**config.mk**
```make
export PLATFORM = sky130hd
export DESIGN_NAME = alu_issue_ctrl
export DESIGN_NICKNAME = d
export VERILOG_FILES = /design/src/rtl/alu_pkg.sv /design/src/rtl/alu_req_fifo.sv /design/src/rtl/alu_issue_ctrl.sv
export SDC_FILE = /design/constraint.sdc
export NUM_CORES = 1
export LEC_CHECK = 0
export CORE_MARGIN = 2
export CORE_UTILIZATION = 46
export CTS_BUF_LIST = sky130_fd_sc_hd__clkbuf_4 sky130_fd_sc_hd__clkbuf_8
export DETAILED_ROUTE_END_ITERATION = 8
export GPL_ROUTABILITY_DRIVEN = 0
export PLACE_DENSITY = 0.78
export SLEW_MARGIN = 10
export SYNTH_ARGS = -nofsm -noshare
export SYNTH_HDL_FRONTEND = slang
export SYNTH_SLANG_ARGS = --single-unit
export TNS_END_PERCENT = 5
```
**constraint.sdc**
```tcl
create_clock -name clk -period 3 [get_ports clk]
set_input_delay 0.6 -clock clk [delete_from_list [all_inputs] [get_ports clk]]
set_output_delay 0.6 -clock clk [all_outputs]
set_load 0.005 [all_outputs]
```
**src/rtl/alu_pkg.sv**
```systemverilog
// Shared opcode constants, default datapath width and issue-FSM state type.
package alu_pkg;

  localparam int unsigned DEFAULT_WIDTH = 32;

  localparam logic [2:0] OP_AND = 3'b000;
  localparam logic [2:0] OP_OR  = 3'b001;
  localparam logic [2:0] OP_ADD = 3'b010;
  localparam logic [2:0] OP_XOR = 3'b011;
  localparam logic [2:0] OP_NOR = 3'b100;
  localparam logic [2:0] OP_RSV = 3'b101;
  localparam logic [2:0] OP_SUB = 3'b110;
  localparam logic [2:0] OP_SLT = 3'b111;

  typedef enum logic [1:0] {
    ST_IDLE = 2'd0,
    ST_WAIT = 2'd1,
    ST_HOLD = 2'd2
  } alu_state_e;

  // SUB and SLT both run the adder as a + ~b + 1.
  function automatic logic op_inverts_b(input logic [2:0] op);
    return (op == OP_SUB) || (op == OP_SLT);
  endfunction

endpackage

```
**src/rtl/alu_req_fifo.sv**
```systemverilog
// Two-entry in-order request FIFO; the caller never pushes when full or pops when empty.
module alu_req_fifo #(
  parameter int unsigned DW = 8
) (
  input  logic          clk,
  input  logic          rst,
  input  logic          push,
  input  logic          pop,
  input  logic [DW-1:0] wdata,
  output logic [DW-1:0] rdata,
  output logic          empty,
  output logic          full
);

  logic [DW-1:0] mem_q [2];
  logic          wptr_q;
  logic          rptr_q;
  logic [1:0]    count_q;

  assign rdata = mem_q[rptr_q];
  assign empty = (count_q == 2'd0);
  assign full  = (count_q == 2'd2);

  always_ff @(posedge clk) begin
    if (rst) begin
      wptr_q  <= 1'b0;
      rptr_q  <= 1'b0;
      count_q <= 2'd0;
    end else begin
      if (push) begin
        mem_q[wptr_q] <= wdata;
        wptr_q        <= ~wptr_q;
      end
      if (pop) begin
        rptr_q <= ~rptr_q;
      end
      case ({push, pop})
        2'b10:   count_q <= count_q + 2'd1;
        2'b01:   count_q <= count_q - 2'd1;
        default: count_q <= count_q;
      endcase
    end
  end

endmodule

```
**src/rtl/alu_issue_ctrl.sv**
```systemverilog
// Issues buffered requests to an external ALU of fixed latency and holds each
// result on a valid/ready response port; also accumulates an ADD/SUB overflow flag.
module alu_issue_ctrl
  import alu_pkg::*;
#(
  parameter int unsigned WIDTH   = DEFAULT_WIDTH,
  parameter int unsigned ALU_LAT = 1
) (
  input  logic             clk,
  input  logic             rst,
  input  logic             req_valid,
  output logic             req_ready,
  input  logic [2:0]       req_op,
  input  logic [WIDTH-1:0] req_a,
  input  logic [WIDTH-1:0] req_b,
  output logic [2:0]       alu_operation,
  output logic [WIDTH-1:0] alu_a,
  output logic [WIDTH-1:0] alu_b,
  output logic             alu_b_invert,
  output logic             alu_carry_in,
  input  logic [WIDTH-1:0] alu_c,
  input  logic             alu_zero,
  input  logic             alu_overflow,
  input  logic             alu_carry_out,
  output logic             rsp_valid,
  input  logic             rsp_ready,
  output logic [2:0]       rsp_op,
  output logic [WIDTH-1:0] rsp_c,
  output logic             rsp_zero,
  output logic             rsp_overflow,
  output logic             rsp_carry_out,
  output logic             ovf_sticky,
  input  logic             ovf_clr
);

  localparam int unsigned DW = 3 + 2 * WIDTH;
  localparam int unsigned CW = (ALU_LAT > 0) ? $clog2(ALU_LAT + 1) : 1;

  logic          fifo_push;
  logic          fifo_pop;
  logic          fifo_empty;
  logic          fifo_full;
  logic [DW-1:0] fifo_wdata;
  logic [DW-1:0] fifo_rdata;

  logic [2:0]       head_op;
  logic [WIDTH-1:0] head_a;
  logic [WIDTH-1:0] head_b;

  alu_state_e       state_q;
  logic [CW-1:0]    cnt_q;
  logic [2:0]       alu_op_q;
  logic [WIDTH-1:0] alu_a_q;
  logic [WIDTH-1:0] alu_b_q;
  logic             alu_inv_q;
  logic             alu_cin_q;
  logic             rsp_valid_q;
  logic [2:0]       rsp_op_q;
  logic [WIDTH-1:0] rsp_c_q;
  logic             rsp_zero_q;
  logic             rsp_ovf_q;
  logic             rsp_cout_q;
  logic             ovf_sticky_q;
  logic             capture;

  alu_req_fifo #(
    .DW (DW)
  ) u_fifo (
    .clk   (clk),
    .rst   (rst),
    .push  (fifo_push),
    .pop   (fifo_pop),
    .wdata (fifo_wdata),
    .rdata (fifo_rdata),
    .empty (fifo_empty),
    .full  (fifo_full)
  );

  assign req_ready  = !rst && !fifo_full;
  assign fifo_push  = req_valid && req_ready;
  assign fifo_wdata = {req_op, req_a, req_b};
  assign {head_op, head_a, head_b} = fifo_rdata;

  // Pops happen only when the FSM is about to issue: from IDLE, or on a HOLD handshake.
  always_comb begin
    fifo_pop = 1'b0;
    if (!rst && !fifo_empty) begin
      fifo_pop = (state_q == ST_IDLE) ||
                 (state_q == ST_HOLD && rsp_valid_q && rsp_ready);
    end
  end

  assign capture = (state_q == ST_WAIT) && (cnt_q == '0);

  always_ff @(posedge clk) begin
    if (rst) begin
      state_q      <= ST_IDLE;
      cnt_q        <= '0;
      alu_op_q     <= '0;
      alu_a_q      <= '0;
      alu_b_q      <= '0;
      alu_inv_q    <= 1'b0;
      alu_cin_q    <= 1'b0;
      rsp_valid_q  <= 1'b0;
      rsp_op_q     <= '0;
      rsp_c_q      <= '0;
      rsp_zero_q   <= 1'b0;
      rsp_ovf_q    <= 1'b0;
      rsp_cout_q   <= 1'b0;
      ovf_sticky_q <= 1'b0;
    end else begin
      if (capture && alu_overflow && (alu_op_q == OP_ADD || alu_op_q == OP_SUB)) begin
        ovf_sticky_q <= 1'b1;
      end else if (ovf_clr) begin
        ovf_sticky_q <= 1'b0;
      end

      if (fifo_pop) begin
        alu_op_q  <= head_op;
        alu_a_q   <= head_a;
        alu_b_q   <= head_b;
        alu_inv_q <= op_inverts_b(head_op);
        alu_cin_q <= op_inverts_b(head_op);
        cnt_q     <= CW'(ALU_LAT);
      end

      case (state_q)
        ST_IDLE: begin
          if (fifo_pop) begin
            state_q <= ST_WAIT;
          end
        end
        ST_WAIT: begin
          if (cnt_q != '0) begin
            cnt_q <= cnt_q - CW'(1);
          end else begin
            rsp_op_q    <= alu_op_q;
            rsp_c_q     <= alu_c;
            rsp_zero_q  <= alu_zero;
            rsp_ovf_q   <= alu_overflow;
            rsp_cout_q  <= alu_carry_out;
            rsp_valid_q <= 1'b1;
            state_q     <= ST_HOLD;
          end
        end
        ST_HOLD: begin
          if (rsp_valid_q && rsp_ready) begin
            rsp_valid_q <= 1'b0;
            state_q     <= fifo_pop ? ST_WAIT : ST_IDLE;
          end
        end
        default: state_q <= ST_IDLE;
      endcase
    end
  end

  assign alu_operation = alu_op_q;
  assign alu_a         = alu_a_q;
  assign alu_b         = alu_b_q;
  assign alu_b_invert  = alu_inv_q;
  assign alu_carry_in  = alu_cin_q;
  assign rsp_valid     = rsp_valid_q;
  assign rsp_op        = rsp_op_q;
  assign rsp_c         = rsp_c_q;
  assign rsp_zero      = rsp_zero_q;
  assign rsp_overflow  = rsp_ovf_q;
  assign rsp_carry_out = rsp_cout_q;
  assign ovf_sticky    = ovf_sticky_q;

endmodule

```
==> results of run 1 <==
## synthesized netlist by cell type, types with 2 or more instances
master    count  area share, %
o31ai_1       2           0.17
buf_2        26            1.4
a21oi_1      43            2.4
a31oi_1      68            4.7
a211oi_1     67            5.6
buf_1         2          0.083
or4_1         2           0.17
inv_1         3           0.12
dfxtp_1     116             26
nand2_1      77            3.2
mux2i_1      67            7.4
clkbuf_1     19           0.79
buf_4        12            1.0
o21ai_0       2           0.11
o21a_1        2           0.17
edfxtp_1    134             45
or3_1         2           0.14
nor2_1        6           0.25
## area by class of cell
| type | instances | area, µm² |
|---|---|---|
| flip-flops and latches | 250 | 6350 |
| diodes | 1 | 2.50 |
| inverters | 3 | 12.5 |
| well taps | 265 | 332 |
| fillers | 1476 | 7030 |
| clock buffers | 63 | 761 |
| clock inverters | 9 | 70.1 |
| multi-input cells | 359 | 2380 |
| repair buffers | 232 | 2390 |
## sequential cells by signal, summed over array words and instances (netlist names), named ones only
register and flops:
rsp_op 3, rsp_zero 1, u_fifo.count_q 2, rsp_overflow 1
u_fifo.mem_q 134, rsp_c 32, cnt_q 1, u_fifo.rptr_q 1
state_q 2, alu_a 32, ovf_sticky 1, rsp_carry_out 1
rsp_valid 1, u_fifo.wptr_q 1, alu_b 32, alu_carry_in 1
alu_operation 3
## kinds of logic after synthesis
logic type | Yosys count
DFF | 250
AOI/OAI and AO/OA | 189
and+or+nand+nor | 100
muxes | 67
buffers and inverters | 63
xor gates and xnor gates | 2
adders and majority gates | 1
## power by group through the flow
| stage | Combinational, mW | Clock (mW) | Sequential [mW] |
|---|---|---|---|
| 4_1_cts | 2.71 | 3.03 | 4.46 |
| 6_report | 2.68 | 2.94 | 4.46 |
| 3_3_place_gp | 2.64 | 0 | 4.52 |
| 3_5_place_dp | 2.70 | 0 | 4.53 |
| 2_1_floorplan | 1.51 | 0 | 4.43 |
| 5_1_grt | 2.92 | 3.19 | 4.51 |
## routing by layer
metal	vias up	GRT usage [%]	routed length, µm	part of all wire, %
met5	-	0	13	0.062
met4	2	6.60	310	1.5
met3	30	5.93	1790	8.6
met2	229	34.1	10400	50
met1	2944	23.7	8420	40
li1	2991	-	-	-
## critical path, cell delays in order (launching register included)
cell and delay (ps):
dfxtp_1 410, nor2b_1 110, nor2_1 190, clkdlybuf4s50_1 560
## final timing paths
kind,from,endpoint,slack [ps],cells after the start
setup reg to reg,u_fifo.count_q[0]$_SDFFE_PP0P_,u_fifo.mem_q[0][45]$_DFFE_PP_,1170,4
setup / recovery,u_fifo.count_q[0]$_SDFFE_PP0P_,req_ready,620,3
hold reg to reg,rsp_op[0]$_SDFFE_PP0N_,rsp_op[0]$_SDFFE_PP0N_,450,2
hold / removal,rst,u_fifo.wptr_q$_SDFFE_PP0P_,330,2
## stage by stage
step                      hold slack, ps  instance area [µm²]  total power, mW
after floorplan                      451                 9020             5.94
after global placement               441                11500             7.16
after detailed placement             445                11500             7.23
after CTS                            301                12300             10.2
after global routing                 317                12300             10.6
final                                332                12300             10.1
==> flow_metrics.env, run 1 <==
export IMPL_synth_async_reset_ratio_pct=0
export IMPL_cts_tree="yes"
export IMPL_p_clk_share_pct=29.2
export IMPL_die_height_um=144
export IMPL_min_period_ps=2380
export IMPL_die_area_um2=20700
export IMPL_clk_pin_slew_ps=60
export IMPL_io_pins=217
export IMPL_hold_class="in -> reg"
export IMPL_cts_buffers=40
export IMPL_layout_drive_gt1_share_pct=10.3
export IMPL_post_place_cells=1109
export IMPL_layout_setup_ws_ps=620
export IMPL_wl_per_cell_um=17.7
export IMPL_path_max_fanout=5
export IMPL_pwr_share_seq_pct=44.2
export IMPL_numPortBuffers=216
export IMPL_grt_pass1_wl_mm=31.7
export IMPL_pwr_share_comb_pct=26.6
export IMPL_grt_pass1_vias=6072
export IMPL_htree_levels=2
export IMPL_setup_tns_ps=0
export IMPL_ys_seq_elements=250
export IMPL_cts_setup_buffers=0
export IMPL_synth_edf_count=134
export IMPL_yosys_area_share_simple_pct=4.80
export IMPL_max_cap_violations=0
export IMPL_pre_cts_slack_ps=472
export IMPL_crit_required_ps=2400
export IMPL_overflow=0
export IMPL_row_count=51
export IMPL_hold_viol=0
export IMPL_timing_slew_headroom_pct=47.2
export IMPL_endpoint_kind="output port"
export IMPL_ys_seq_area_share_pct=70.4
export IMPL_syn_avg_cell_area_um2=13.4
export IMPL_synth_cell_area_um2=9020
export IMPL_area_delta_synth_final_pct=36.4
export IMPL_max_vdd_ir_drop_mv=0.563
export IMPL_drt_iter0_drc=279
export IMPL_layout_cells_most_common_list="clkdlybuf4s50_1, edfxtp_1, dfxtp_1"
export IMPL_core_area_um2=19300
export IMPL_routed_wl_mm=21.0
export IMPL_hpwlAfterDp_mm=13.0
export IMPL_grt_usage_pct=19.8
export IMPL_layout_nets=994
export IMPL_cts_root_buf="clkbuf_8"
export IMPL_synth_top_family_by_area="compound AO/OA/AOI/OAI gates"
export IMPL_final_common_cell="clkdlybuf4s50_1"
export IMPL_drc_errors=0
export IMPL_arrival_ps=1780
export IMPL_routed_via_density=5.24
export IMPL_p_switching_mw=2.87
export IMPL_synth_compound_area_share_pct=13.6
export IMPL_yosys_warnings=0
export IMPL_clock_latency_ps=520
export IMPL_synth_adder_area_share_pct=0.139
export IMPL_critPathKind="reg -> out"
export IMPL_p_leak_nw=3.98
export IMPL_critPathLaunchType="flip-flop"
export IMPL_initial_utilization_pct=46.7
export IMPL_rsz0062_at_grt="false"
export IMPL_synth_xor_area_share_pct=0.194
export IMPL_ctsHoldBuffers=0
export IMPL_antenna_violating_nets_post_route=0
export IMPL_cts_sinks=250
export IMPL_syn_nets=780
export IMPL_slew_viol_final=0
export IMPL_run_status="complete, no violations"
export IMPL_die_w_um=144
export IMPL_period_share_pct=79.3
export IMPL_fin_skew_ps=10.7
export IMPL_clockBufferDepth=3
export IMPL_synth_distinct_cells=40
export IMPL_stdcell_count=1182
export IMPL_ys_dominant_reg_cell="edfxtp_1"
export IMPL_netlist_instances=672
export IMPL_switching_share_pct=28.5
export IMPL_p_int_mw=7.21
export IMPL_setup_viol=0
export IMPL_cts_resized=0
export IMPL_powerDensity_nw_per_um2=820
export IMPL_drt_pass1_iter_count=6
export IMPL_postLayoutCoreUtil_pct=63.6
export IMPL_grt_max_degree=71
export IMPL_synthMuxAreaShare_pct=7.44
export IMPL_max_freq_mhz=420
export IMPL_antenna_found_initial=2
export IMPL_worstMarginPinSlew_ps=792
export IMPL_vias=6196
No activity file was read; power rests on OpenSTA's default activity.
==> run 2: changes to the inputs <==
- clock period: 3 -> 2.1 ns (I/O delays scaled with it)
==> run 2 against run 1 <==
Effect of this change:
- clock power grew 51%
- critical path type unchanged
- power increased by 46%
- combinational power up 49%
- highest routed layer is now met4
- non-clock buffer count grew 2
- count of clock-buffer cells in the layout is 3 lower
- utilization increased by 0.39 points
- cell count rose by 0.34%
- clock skew decreased by 1.5 ps
- first-iteration DRC count rose by 8.2%
- via count barely moved
==> flow_metrics.env, run 2 (synthesis gave the netlist of run 1 again) <==
export IMPL_worstMarginPinSlew_ps=566
export IMPL_hpwlAfterDp_mm=12.6
export IMPL_pwr_share_seq_pct=42.7
export IMPL_vias=6191
export IMPL_clk_pin_slew_ps=60
export IMPL_layout_nets=997
export IMPL_path_max_fanout=5
export IMPL_drc_errors=0
export IMPL_min_period_ps=1940
export IMPL_max_freq_mhz=517
export IMPL_nFillCells=1492
export IMPL_slew_viol_final=0
export IMPL_io_pins=217
export IMPL_cp_num_cells=3
export IMPL_grt_max_degree=70
export IMPL_period_share_pct=92.2
export IMPL_cts_sinks=250
export IMPL_antenna_cells=0
export IMPL_critPathLaunchType="flip-flop"
export IMPL_max_cap_violations=0
export IMPL_overflow=0
export IMPL_antenna_found_initial=1
export IMPL_critPathKind="reg -> out"
export IMPL_pwr_share_comb_pct=27.1
export IMPL_p_int_mw=10.6
export IMPL_endpoint="req_ready"
export IMPL_area_delta_synth_final_pct=37.2
export IMPL_routed_via_density=5.22
export IMPL_clock_latency_ps=530
export IMPL_largest_reg_flops=134
export IMPL_grt_usage_pct=19.7
export IMPL_p_clk_share_pct=30.2
export IMPL_p_leak_nw=4.02
export IMPL_crit_family="flip-flops"
export IMPL_multi_input_area_um2=2380
export IMPL_grt_pass1_vias=6024
export IMPL_layout_drive_gt1_share_pct=10.4
export IMPL_drt_pass1_iter_count=5
export IMPL_pre_cts_slack_ps=-90.3
export IMPL_r2r_cells=5
export IMPL_fin_skew_ps=9.24
export IMPL_row_count=51
export IMPL_setup_viol=0
export IMPL_rrSetupSlack_ps=310
export IMPL_die_height_um=144
export IMPL_seq_area_um2=6350
export IMPL_p_switching_mw=4.16
export IMPL_layout_cells_most_common_list="clkdlybuf4s50_1, edfxtp_1, dfxtp_1"
export IMPL_timing_slew_headroom_pct=62.3
export IMPL_drt_iter0_drc=302
export IMPL_final_common_cell="clkdlybuf4s50_1"
export IMPL_cpPeakStageDelay_ps=370
export IMPL_crit_buf_inv=1
export IMPL_layout_setup_ws_ps=164
export IMPL_numPortBuffers=216
export IMPL_powerDensity_nw_per_um2=1190
export IMPL_hp_start="rst"
export IMPL_reg2reg_from="state_q[0]$_SDFFE_PP0P_"
export IMPL_crit_required_ps=1680
export IMPL_antenna_violating_nets_post_route=0
export IMPL_path_cells="nor2b_1 -> nor2_1 -> dlygate4sd2_1"
export IMPL_hold_viol=0
export IMPL_initial_utilization_pct=46.7
export IMPL_core_area_um2=19300
export IMPL_rsz0062_at_grt="false"
export IMPL_holdWs_ps=303
export IMPL_cts_setup_buffers=0
export IMPL_rr_endpoint="alu_b[2]$_SDFFE_PP0P_"
export IMPL_die_w_um=144
export IMPL_endpoint_kind="output port"
export IMPL_cp_startpoint="u_fifo.count_q[1]$_SDFFE_PP0P_"
export IMPL_top_register="u_fifo.mem_q"
export IMPL_hold_class="in -> reg"
export IMPL_max_vdd_ir_drop_mv=0.849
export IMPL_cts_tree="yes"
export IMPL_htree_levels=2
export IMPL_arrival_ps=1520
export IMPL_placed_cell_area_um2=11500
export IMPL_wl_per_cell_um=17.6
export IMPL_setup_tns_ps=0
export IMPL_die_area_um2=20700
export IMPL_run_status="complete, no violations"
export IMPL_p_total_mw=14.8
export IMPL_routed_wl_mm=20.9
export IMPL_switching_share_pct=28.2
export IMPL_clockBufferDepth=3
export IMPL_cpMaxStageDelayCell="dfxtp_1"
export IMPL_design_area_um2=12400
export IMPL_cts_root_buf="clkbuf_8"
export IMPL_grt_pass1_wl_mm=31.5
export IMPL_cts_buffers=41
-- run 2: metrics by stage --
| stage | instances | util (%) |
|---|---|---|
| after detailed placement | 1111 | 59.5 |
| after global routing | 1186 | 64.0 |
| final | 1186 | 64.0 |
| after global placement | 1111 | 59.5 |
| after floorplan | 672 | - |
| after CTS | 1186 | 64.0 |
-- run 2: final cells by class --
cell class	instances	share of cell area, %
well taps	265	2.68
flip-flops and latches	250	51.3
clock inverters	15	1.16
repair buffers	234	19.5
clock buffers	60	5.96
multi-input cells	359	19.2
inverters	3	0.101
-- run 2: per-layer routing --
layer  vias to the layer above  part of all wire, %  GRT usage, %
met5                         -                    0             0
met4                         0                  2.3          7.53
met3                        33                  8.3          5.93
met2                       210                   49          34.2
met1                      2964                   41          23.0
li1                       2984                    -             -
-- run 2: worst reg2reg max path: stages, from the launching register on --
cell and delay [ps]:
dfxtp_1 380, or2_1 310, nor3_4 200, buf_4 310
buf_12 300, a211oi_1 140
-- run 2: worst min path at each step --
stage	cells past startpoint	end	slack [ps]
6_report	3	u_fifo.wptr_q$_SDFFE_PP0P_	300
4_1_cts	3	u_fifo.wptr_q$_SDFFE_PP0P_	280
5_1_grt	3	u_fifo.wptr_q$_SDFFE_PP0P_	310
2_1_floorplan	2	u_fifo.wptr_q$_SDFFE_PP0P_	450
3_5_place_dp	2	rsp_c[6]$_SDFFE_PP0N_	450
3_3_place_gp	2	rsp_c[16]$_SDFFE_PP0N_	440
-- run 2: repair_timing --
action | 4_1_cts | 5_1_grt
hold buffers | 0 | 0
hold endpoints to repair | 0 | 0
resized for setup | 2 | 0
endpoints found under the setup margin | 1 | 0
-- run 2: power by group through the flow --
stage,clock network [mW],logic (mW),registers [mW]
6_report,4.45,4.00,6.30
3_3_place_gp,0,3.96,6.38
2_1_floorplan,0,2.16,6.33
4_1_cts,4.57,4.05,6.30
5_1_grt,4.80,4.36,6.37
3_5_place_dp,0,4.04,6.39
